## src/rtl/cond_unit_dual_if.sv

```systemverilog
// cond_unit_dual_if: per-slot EX-stage controls, flags and gated outputs of the dual condition unit
interface cond_unit_dual_if #(parameter int CNT_WIDTH = 16);
  logic [3:0] i_Cond1E, i_Cond2E, i_ALUFlags1, i_ALUFlags2;
  logic i_FlagWrite1E, i_FlagWrite2E;
  logic i_PCSrc1E, i_RegWrite1E, i_MemWrite1E, i_Branch1E;
  logic i_PCSrc2E, i_RegWrite2E, i_MemWrite2E, i_Branch2E;
  logic i_CntClr;
  logic [3:0] o_Flags;
  logic o_CondEx1, o_CondEx2;
  logic o_PCSrc1, o_RegWrite1, o_MemWrite1;
  logic o_PCSrc2, o_RegWrite2, o_MemWrite2;
  logic o_BranchTaken;
  logic [1:0] o_PCSel;
  logic o_FlushD, o_FlushE;
  logic [CNT_WIDTH-1:0] o_TakenCnt, o_SquashCnt;
  modport master (
    output i_Cond1E, i_Cond2E, i_ALUFlags1, i_ALUFlags2, i_FlagWrite1E, i_FlagWrite2E,
           i_PCSrc1E, i_RegWrite1E, i_MemWrite1E, i_Branch1E,
           i_PCSrc2E, i_RegWrite2E, i_MemWrite2E, i_Branch2E, i_CntClr,
    input  o_Flags, o_CondEx1, o_CondEx2, o_PCSrc1, o_RegWrite1, o_MemWrite1,
           o_PCSrc2, o_RegWrite2, o_MemWrite2, o_BranchTaken, o_PCSel,
           o_FlushD, o_FlushE, o_TakenCnt, o_SquashCnt
  );
  modport slave (
    input  i_Cond1E, i_Cond2E, i_ALUFlags1, i_ALUFlags2, i_FlagWrite1E, i_FlagWrite2E,
           i_PCSrc1E, i_RegWrite1E, i_MemWrite1E, i_Branch1E,
           i_PCSrc2E, i_RegWrite2E, i_MemWrite2E, i_Branch2E, i_CntClr,
    output o_Flags, o_CondEx1, o_CondEx2, o_PCSrc1, o_RegWrite1, o_MemWrite1,
           o_PCSrc2, o_RegWrite2, o_MemWrite2, o_BranchTaken, o_PCSel,
           o_FlushD, o_FlushE, o_TakenCnt, o_SquashCnt
  );
endinterface

```

## src/rtl/cond_unit_dual.sv

```systemverilog
// cond_unit_dual: dual-slot condition gating with NZCV register, slot-2 squash, flush and perf counters
module cond_unit_dual #(
  parameter int CNT_WIDTH = 16,
  parameter logic [3:0] FLAGS_RST = 4'b0000
) (
  input logic clk,
  input logic rst_n,
  cond_unit_dual_if.slave bus
);
  function automatic logic cond_pass(input logic [3:0] cc, input logic [3:0] f);
    logic p;
    p = 1'b1;
    case (cc[3:1])
      3'd0: p = f[2];
      3'd1: p = f[1];
      3'd2: p = f[3];
      3'd3: p = f[0];
      3'd4: p = f[1] & ~f[2];
      3'd5: p = f[3] == f[0];
      3'd6: p = ~f[2] & (f[3] == f[0]);
      default: p = 1'b1;
    endcase
    return cc[3:1] == 3'd7 ? 1'b1 : p ^ cc[0];
  endfunction
  logic [3:0] flags_q, flags_d, f1;
  logic [CNT_WIDTH-1:0] taken_cnt_q, taken_cnt_d, squash_cnt_q, squash_cnt_d;
  logic cond_ex1, cond_ex2, taken1, taken2, squash2;
  always_comb begin
    cond_ex1 = cond_pass(bus.i_Cond1E, flags_q);
    taken1 = cond_ex1 & (bus.i_PCSrc1E | bus.i_Branch1E);
    squash2 = taken1;
    f1 = cond_ex1 & bus.i_FlagWrite1E ? bus.i_ALUFlags1 : flags_q;
    cond_ex2 = cond_pass(bus.i_Cond2E, f1) & ~squash2;
    taken2 = cond_ex2 & (bus.i_PCSrc2E | bus.i_Branch2E);
    flags_d = cond_ex2 & bus.i_FlagWrite2E ? bus.i_ALUFlags2 : f1;
    taken_cnt_d = bus.i_CntClr ? '0 : taken_cnt_q + CNT_WIDTH'(taken1 | taken2);
    squash_cnt_d = bus.i_CntClr ? '0 : squash_cnt_q + CNT_WIDTH'(squash2);
  end
  always_ff @(posedge clk or negedge rst_n) begin
    if (!rst_n) begin
      flags_q <= FLAGS_RST;
      taken_cnt_q <= '0;
      squash_cnt_q <= '0;
    end else begin
      flags_q <= flags_d;
      taken_cnt_q <= taken_cnt_d;
      squash_cnt_q <= squash_cnt_d;
    end
  end
  assign bus.o_Flags = flags_q;
  assign bus.o_CondEx1 = cond_ex1;
  assign bus.o_CondEx2 = cond_ex2;
  assign bus.o_PCSrc1 = bus.i_PCSrc1E & cond_ex1;
  assign bus.o_RegWrite1 = bus.i_RegWrite1E & cond_ex1;
  assign bus.o_MemWrite1 = bus.i_MemWrite1E & cond_ex1;
  assign bus.o_PCSrc2 = bus.i_PCSrc2E & cond_ex2;
  assign bus.o_RegWrite2 = bus.i_RegWrite2E & cond_ex2;
  assign bus.o_MemWrite2 = bus.i_MemWrite2E & cond_ex2;
  assign bus.o_BranchTaken = taken1 | taken2;
  assign bus.o_PCSel = taken1 ? 2'b01 : taken2 ? 2'b10 : 2'b00;
  assign bus.o_FlushD = taken1 | taken2;
  assign bus.o_FlushE = taken1 | taken2;
  assign bus.o_TakenCnt = taken_cnt_q;
  assign bus.o_SquashCnt = squash_cnt_q;
endmodule

```

## src/flat_wrapper.sv

```systemverilog
// flat-port wrapper written by rule: the top's interface ports become plain ports
module cond_unit_dual_flat 
#(
  parameter int CNT_WIDTH = 16,
  parameter logic [3:0] FLAGS_RST = 4'b0000
)
  (clk, rst_n, bus_i_Cond1E, bus_i_Cond2E, bus_i_ALUFlags1, bus_i_ALUFlags2, bus_i_FlagWrite1E, bus_i_FlagWrite2E, bus_i_PCSrc1E, bus_i_RegWrite1E, bus_i_MemWrite1E, bus_i_Branch1E, bus_i_PCSrc2E, bus_i_RegWrite2E, bus_i_MemWrite2E, bus_i_Branch2E, bus_i_CntClr, bus_o_Flags, bus_o_CondEx1, bus_o_CondEx2, bus_o_PCSrc1, bus_o_RegWrite1, bus_o_MemWrite1, bus_o_PCSrc2, bus_o_RegWrite2, bus_o_MemWrite2, bus_o_BranchTaken, bus_o_PCSel, bus_o_FlushD, bus_o_FlushE, bus_o_TakenCnt, bus_o_SquashCnt);
  cond_unit_dual_if #(.CNT_WIDTH(CNT_WIDTH)) bus_i ();
  input logic clk;
  input logic rst_n;
  input wire logic [$bits(bus_i.i_Cond1E)-1:0] bus_i_Cond1E;
  input wire logic [$bits(bus_i.i_Cond2E)-1:0] bus_i_Cond2E;
  input wire logic [$bits(bus_i.i_ALUFlags1)-1:0] bus_i_ALUFlags1;
  input wire logic [$bits(bus_i.i_ALUFlags2)-1:0] bus_i_ALUFlags2;
  input wire logic [$bits(bus_i.i_FlagWrite1E)-1:0] bus_i_FlagWrite1E;
  input wire logic [$bits(bus_i.i_FlagWrite2E)-1:0] bus_i_FlagWrite2E;
  input wire logic [$bits(bus_i.i_PCSrc1E)-1:0] bus_i_PCSrc1E;
  input wire logic [$bits(bus_i.i_RegWrite1E)-1:0] bus_i_RegWrite1E;
  input wire logic [$bits(bus_i.i_MemWrite1E)-1:0] bus_i_MemWrite1E;
  input wire logic [$bits(bus_i.i_Branch1E)-1:0] bus_i_Branch1E;
  input wire logic [$bits(bus_i.i_PCSrc2E)-1:0] bus_i_PCSrc2E;
  input wire logic [$bits(bus_i.i_RegWrite2E)-1:0] bus_i_RegWrite2E;
  input wire logic [$bits(bus_i.i_MemWrite2E)-1:0] bus_i_MemWrite2E;
  input wire logic [$bits(bus_i.i_Branch2E)-1:0] bus_i_Branch2E;
  input wire logic [$bits(bus_i.i_CntClr)-1:0] bus_i_CntClr;
  output wire logic [$bits(bus_i.o_Flags)-1:0] bus_o_Flags;
  output wire logic [$bits(bus_i.o_CondEx1)-1:0] bus_o_CondEx1;
  output wire logic [$bits(bus_i.o_CondEx2)-1:0] bus_o_CondEx2;
  output wire logic [$bits(bus_i.o_PCSrc1)-1:0] bus_o_PCSrc1;
  output wire logic [$bits(bus_i.o_RegWrite1)-1:0] bus_o_RegWrite1;
  output wire logic [$bits(bus_i.o_MemWrite1)-1:0] bus_o_MemWrite1;
  output wire logic [$bits(bus_i.o_PCSrc2)-1:0] bus_o_PCSrc2;
  output wire logic [$bits(bus_i.o_RegWrite2)-1:0] bus_o_RegWrite2;
  output wire logic [$bits(bus_i.o_MemWrite2)-1:0] bus_o_MemWrite2;
  output wire logic [$bits(bus_i.o_BranchTaken)-1:0] bus_o_BranchTaken;
  output wire logic [$bits(bus_i.o_PCSel)-1:0] bus_o_PCSel;
  output wire logic [$bits(bus_i.o_FlushD)-1:0] bus_o_FlushD;
  output wire logic [$bits(bus_i.o_FlushE)-1:0] bus_o_FlushE;
  output wire logic [$bits(bus_i.o_TakenCnt)-1:0] bus_o_TakenCnt;
  output wire logic [$bits(bus_i.o_SquashCnt)-1:0] bus_o_SquashCnt;
  assign bus_i.i_Cond1E = bus_i_Cond1E;
  assign bus_i.i_Cond2E = bus_i_Cond2E;
  assign bus_i.i_ALUFlags1 = bus_i_ALUFlags1;
  assign bus_i.i_ALUFlags2 = bus_i_ALUFlags2;
  assign bus_i.i_FlagWrite1E = bus_i_FlagWrite1E;
  assign bus_i.i_FlagWrite2E = bus_i_FlagWrite2E;
  assign bus_i.i_PCSrc1E = bus_i_PCSrc1E;
  assign bus_i.i_RegWrite1E = bus_i_RegWrite1E;
  assign bus_i.i_MemWrite1E = bus_i_MemWrite1E;
  assign bus_i.i_Branch1E = bus_i_Branch1E;
  assign bus_i.i_PCSrc2E = bus_i_PCSrc2E;
  assign bus_i.i_RegWrite2E = bus_i_RegWrite2E;
  assign bus_i.i_MemWrite2E = bus_i_MemWrite2E;
  assign bus_i.i_Branch2E = bus_i_Branch2E;
  assign bus_i.i_CntClr = bus_i_CntClr;
  assign bus_o_Flags = bus_i.o_Flags;
  assign bus_o_CondEx1 = bus_i.o_CondEx1;
  assign bus_o_CondEx2 = bus_i.o_CondEx2;
  assign bus_o_PCSrc1 = bus_i.o_PCSrc1;
  assign bus_o_RegWrite1 = bus_i.o_RegWrite1;
  assign bus_o_MemWrite1 = bus_i.o_MemWrite1;
  assign bus_o_PCSrc2 = bus_i.o_PCSrc2;
  assign bus_o_RegWrite2 = bus_i.o_RegWrite2;
  assign bus_o_MemWrite2 = bus_i.o_MemWrite2;
  assign bus_o_BranchTaken = bus_i.o_BranchTaken;
  assign bus_o_PCSel = bus_i.o_PCSel;
  assign bus_o_FlushD = bus_i.o_FlushD;
  assign bus_o_FlushE = bus_i.o_FlushE;
  assign bus_o_TakenCnt = bus_i.o_TakenCnt;
  assign bus_o_SquashCnt = bus_i.o_SquashCnt;
  cond_unit_dual #(.CNT_WIDTH(CNT_WIDTH), .FLAGS_RST(FLAGS_RST)) u_core (.clk(clk), .rst_n(rst_n), .bus(bus_i));
endmodule
```

## config.mk

```make
export PLATFORM = sky130hd
export DESIGN_NAME = cond_unit_dual_flat
export DESIGN_NICKNAME = d
export VERILOG_FILES = /design/src/rtl/cond_unit_dual_if.sv /design/src/rtl/cond_unit_dual.sv /design/src/flat_wrapper.sv
export SDC_FILE = /design/constraint.sdc
export NUM_CORES = 1
export LEC_CHECK = 0
export CELL_PAD_IN_SITES_DETAIL_PLACEMENT = 1
export CELL_PAD_IN_SITES_GLOBAL_PLACEMENT = 2
export CORE_ASPECT_RATIO = 1.1
export CORE_MARGIN = 8
export CORE_UTILIZATION = 27
export CTS_BUF_LIST = sky130_fd_sc_hd__clkbuf_8 sky130_fd_sc_hd__clkbuf_16
export CTS_CLUSTER_DIAMETER = 120
export DETAILED_ROUTE_END_ITERATION = 6
export PLACE_DENSITY_LB_ADDON = 0.3
export SLEW_MARGIN = 20
export SYNTH_ARGS = -nofsm -noshare
export SYNTH_HDL_FRONTEND = slang
export SYNTH_SLANG_ARGS = --single-unit
```

## constraint.sdc

```tcl
create_clock -name clk -period 5 [get_ports clk]
set_input_delay 0.5 -clock clk [delete_from_list [all_inputs] [get_ports clk]]
set_output_delay 0.5 -clock clk [all_outputs]
set_load 0.1 [all_outputs]
```

==> impl_metrics.tcl <==
set metrics [dict create \
    outcome "finished clean" \
    core_um2 8740 \
    end_kind "flip-flop" \
    utilization_after_layout_pct 37.9 \
    post_synth_instance_area_um2 2400 \
    critical_path_class "input pin to flip-flop" \
    synth_sequential_area_ratio_pct 37.5 \
    global_route.usage.total_pct 12.2 \
    synth_xor_xnor_area_share_pct 10.9 \
    rsz0062_at_grt "no" \
    layout_worst_path_cycle_share_pct 87.7 \
    antenna_violating_nets_post_route 0 \
    timing.reg2reg.setup_slack_ns 0.96 \
    floorplan.rows 36 \
    synthAdderAreaFrac_pct 2.08 \
    finalWorstPathRequiredPeriod_ns 4.39 \
    vertical_die_dimension_um 115 \
    dr_total_vias 2257 \
    worst_slew_pin_slew_ns 1.02 \
    cp_data_arrival_time_ns 4.61 \
    count_of_maximum_capacitance_violations 0 \
    drc_errors 0 \
    fp.dieArea_um2 12200 \
    grt.overflow.total 0 \
    synth-warning-count 0 \
    vdd.ir_drop.worst_mv 0.184 \
    min_hold_slack_ns 0.298 \
    final_number_of_setup_violating_endpoints 0 \
    timing.hold.worst.class "input pin to async pin" \
    async_reset_ff_share_pct 100 \
    first_global_vias 2359 \
    routed_wirelength_mm 7.38 \
    final_nets 376 \
    setup_tns_ns 0 \
    synth_enable_flop_cells 0 \
    synth_flop_cell "sky130_fd_sc_hd__dfrtp_1" \
    cts_post_setup_buffers_inserted 0 \
    grt_max_degree 37 \
    drive_above_1_share_pct 11.6 \
    cts.sinks 36 \
    cts_buffers 5 \
    initialDrtViolationCount 43 \
    timing.critical_path.fanout_max 10 \
    dieWidth_um 106 \
    ios 78 \
    hpwlAfterDp_mm 5.60 \
    synth.area.mux_share_pct 4.43 \
    htree_levels 2 \
    port-buffer-count 77 \
    synth_simple_gate_area_share_pct 25.5 \
    worst_path_cell_chain "clkdlybuf4s50_1 -> or4b_4 -> and2_4 -> a2111oi_2 -> nor4_1 -> buf_4 -> o2111ai_1 -> nand2_1 -> o211ai_1 -> nand2_1 -> o21ai_4 -> ha_1 -> nand3_1 -> or3_1 -> or3_1 -> a21oi_1" \
    later_pin_clock_latency_in_the_skew_report_ns 0.29 \
    routedWlPerCell_um 16.1 \
    gpl.final_weighted_congestion 0.820 \
    post_drt_via_cell_ratio 4.93 \
    power.static_leakage_nw 1.37 \
    cts_tree "done" \
    postSynthRegisterBits 36 \
    finalHoldViolCount 0 \
    cts_resized 0 \
    final.setup_skew_ns 0.00455 \
    ctsHoldBuffers 0 \
    syn_area_per_cell_um2 8.80 \
    cp.required_ns 5.22 \
    timing.critical_path.from_type "input pin" \
    max_stage_delay_ns 0.58 \
    power-per-cell-area_nw_per_um2 459 \
    post_synth_num_cell_types 50 \
    path_clk_slew_ns 0.07 \
    grt_first_pass_wirelength_mm 12.1 \
    cts_root_buffer "sky130_fd_sc_hd__clkbuf_8" \
    syn_inst 273 \
    report.final.slew_viol_count 0 \
    cpLargestDelayFamily "simple AND/OR/NAND/NOR gates" \
    worst_path_cell_with_the_longest_stage_delay "sky130_fd_sc_hd__or4b_4" \
    headroom_to_the_max_slew_limit_pct 31.7 \
    syn_nets 306 \
    dominant_combinational_cell_family_by_area_after_synthesis "simple AND/OR/NAND/NOR gates" \
    fmax_ghz 0.228 \
    area_growth_syn_to_layout_pct 37.8 \
    synth_compound_area_share_pct 13.3 \
    dr.pass1.iters 4 \
    starting_density_pct 27.5 \
    cp.buffers_inverters 2 \
    buffer_levels_on_the_longest_clock_path 2 \
    grt_antenna_before_repair 0 \
    antenna-diode-count 0 \
]
[kinds of logic (layout without fill, tap and decap cells)]
logic type | Yosys count | in the layout
AOI/OAI and AO/OA | 43 | 43
muxes | 10 | 10
DFF | 36 | 36
xor gates and xnor gates | 30 | 30
adders and majority gates | 4 | 4
buffers and inverters | 30 | 101
and+or+nand+nor | 120 | 120
[placed cells by master, fill, tap and decap left out, types with 2 or more instances in the layout]
cell	n
sky130_fd_sc_hd__a21oi_1	8
sky130_fd_sc_hd__a221o_1	2
sky130_fd_sc_hd__a31oi_1	4
sky130_fd_sc_hd__a32oi_1	2
sky130_fd_sc_hd__and2_1	4
sky130_fd_sc_hd__and3_1	8
sky130_fd_sc_hd__buf_4	17
sky130_fd_sc_hd__clkbuf_8	6
sky130_fd_sc_hd__clkdlybuf4s50_1	63
sky130_fd_sc_hd__dfrtp_1	36
sky130_fd_sc_hd__ha_1	4
sky130_fd_sc_hd__inv_1	12
sky130_fd_sc_hd__mux2_2	5
sky130_fd_sc_hd__mux2i_1	5
sky130_fd_sc_hd__nand2_1	16
sky130_fd_sc_hd__nand2b_1	2
sky130_fd_sc_hd__nand3_1	21
sky130_fd_sc_hd__nand4_1	9
sky130_fd_sc_hd__nor2_1	37
sky130_fd_sc_hd__nor2b_1	6
sky130_fd_sc_hd__nor3_1	3
sky130_fd_sc_hd__nor3b_1	3
sky130_fd_sc_hd__o2111ai_1	3
sky130_fd_sc_hd__o211ai_1	5
sky130_fd_sc_hd__o21ai_0	6
sky130_fd_sc_hd__or3_1	4
sky130_fd_sc_hd__xnor2_1	7
sky130_fd_sc_hd__xor2_1	23
[power breakdown]
| part | internal, mW | total, mW | switching, mW |
|---|---|---|---|
| combinational | 0.242 | 0.921 | 0.679 |
| clock | 0.110 | 0.218 | 0.108 |
| sequential | 0.320 | 0.380 | 0.0593 |
[layer usage]
metal  track usage, %  share of wire [%]  up-vias
met2             20.8                 49       49
li1                 -                  -     1097
met1             14.7                 45     1098
met3             2.69                4.3       13
met5                0                  0        -
met4             4.41                1.5        0
[final timing paths]
| kind | depth (start not counted) | from | endpoint |
|---|---|---|---|
| min | 1 | rst_n | u_core.bus.o_TakenCnt[4] |
| min reg2reg | 2 | u_core.bus.o_SquashCnt[11] | u_core.bus.o_SquashCnt[11] |
| max in group asynchronous | 1 | rst_n | u_core.bus.o_SquashCnt[11] |
| max reg2reg | 15 | u_core.bus.o_Flags[2] | u_core.bus.o_TakenCnt[15] |
| max | 16 | bus_i_Cond1E[2] | u_core.bus.o_TakenCnt[15] |
| min in group clk | 2 | u_core.bus.o_SquashCnt[11] | u_core.bus.o_SquashCnt[11] |
[cells in the mapped netlist, types with 2 or more instances]
| cell | n | area [um2] |
|---|---|---|
| sky130_fd_sc_hd__xor2_1 | 23 | 201 |
| sky130_fd_sc_hd__clkbuf_1 | 9 | 33.8 |
| sky130_fd_sc_hd__and3_1 | 8 | 50.1 |
| sky130_fd_sc_hd__o21ai_0 | 7 | 35.0 |
| sky130_fd_sc_hd__inv_1 | 11 | 41.3 |
| sky130_fd_sc_hd__nor3_1 | 3 | 15.0 |
| sky130_fd_sc_hd__buf_6 | 3 | 33.8 |
| sky130_fd_sc_hd__o2111ai_1 | 3 | 26.3 |
| sky130_fd_sc_hd__and2_1 | 4 | 25.0 |
| sky130_fd_sc_hd__nor3b_1 | 3 | 22.5 |
| sky130_fd_sc_hd__nand3_1 | 21 | 105 |
| sky130_fd_sc_hd__dfrtp_1 | 36 | 901 |
| sky130_fd_sc_hd__buf_2 | 2 | 10.0 |
| sky130_fd_sc_hd__mux2_2 | 5 | 56.3 |
| sky130_fd_sc_hd__a32oi_1 | 2 | 17.5 |
| sky130_fd_sc_hd__nand2b_1 | 2 | 12.5 |
| sky130_fd_sc_hd__a21oi_1 | 8 | 40.0 |
| sky130_fd_sc_hd__nand2_1 | 16 | 60.1 |
| sky130_fd_sc_hd__o211ai_1 | 5 | 37.5 |
| sky130_fd_sc_hd__a31oi_1 | 4 | 25.0 |
| sky130_fd_sc_hd__xnor2_1 | 7 | 61.3 |
| sky130_fd_sc_hd__mux2i_1 | 5 | 50.1 |
| sky130_fd_sc_hd__a221o_1 | 2 | 20.0 |
| sky130_fd_sc_hd__or3_1 | 4 | 25.0 |
| sky130_fd_sc_hd__nor2_1 | 37 | 139 |
| sky130_fd_sc_hd__nand4_1 | 9 | 56.3 |
| sky130_fd_sc_hd__ha_1 | 4 | 50.1 |
| sky130_fd_sc_hd__buf_4 | 3 | 22.5 |
| sky130_fd_sc_hd__nor2b_1 | 6 | 37.5 |
[layout make-up]
type | count | area [um2]
Clock inverter | 2 | 11.3
Clock buffer | 6 | 82.6
Fill cell | 1034 | 5430
Inverter | 12 | 46.3
Multi-Input combinational cell | 207 | 1360
Tap cell | 114 | 143
Timing Repair Buffer | 81 | 763
Sequential cell | 36 | 901
[metrics by stage]
| step | setup WS (ns) | instances | power (mW) | instance area (um2) |
|---|---|---|---|---|
| 4_1_cts | 0.645 | 458 | 1.53 | 3310 |
| 5_1_grt | 0.328 | 458 | 1.60 | 3310 |
| 2_1_floorplan | 0.189 | 273 | 1.09 | 2410 |
| 6_report | 0.614 | 458 | 1.52 | 3310 |
| 3_3_place_gp | 0.492 | 450 | 1.31 | 3220 |
| 3_5_place_dp | 0.318 | 450 | 1.31 | 3220 |
[registers in the layout, indices dropped and copies added, names as in the netlist]
name and flops:
u_core.bus.o_SquashCnt 16, u_core.bus.o_Flags 4, u_core.bus.o_TakenCnt 16
[worst reg2reg max path, stage by stage (launching register included)]
cell and delay, ns:
sky130_fd_sc_hd__dfrtp_1 0.49, sky130_fd_sc_hd__or4b_4 0.53, sky130_fd_sc_hd__and2_4 0.21, sky130_fd_sc_hd__a2111oi_2 0.32, sky130_fd_sc_hd__nor4_1 0.11, sky130_fd_sc_hd__buf_4 0.16
sky130_fd_sc_hd__o2111ai_1 0.12, sky130_fd_sc_hd__nand2_1 0.13, sky130_fd_sc_hd__o211ai_1 0.23, sky130_fd_sc_hd__nand2_1 0.13, sky130_fd_sc_hd__o21ai_4 0.22, sky130_fd_sc_hd__ha_1 0.28
sky130_fd_sc_hd__nand3_1 0.13, sky130_fd_sc_hd__or3_1 0.41, sky130_fd_sc_hd__or3_1 0.38, sky130_fd_sc_hd__a21oi_1 0.15
Note: power is estimated with default switching activity, not from simulation.
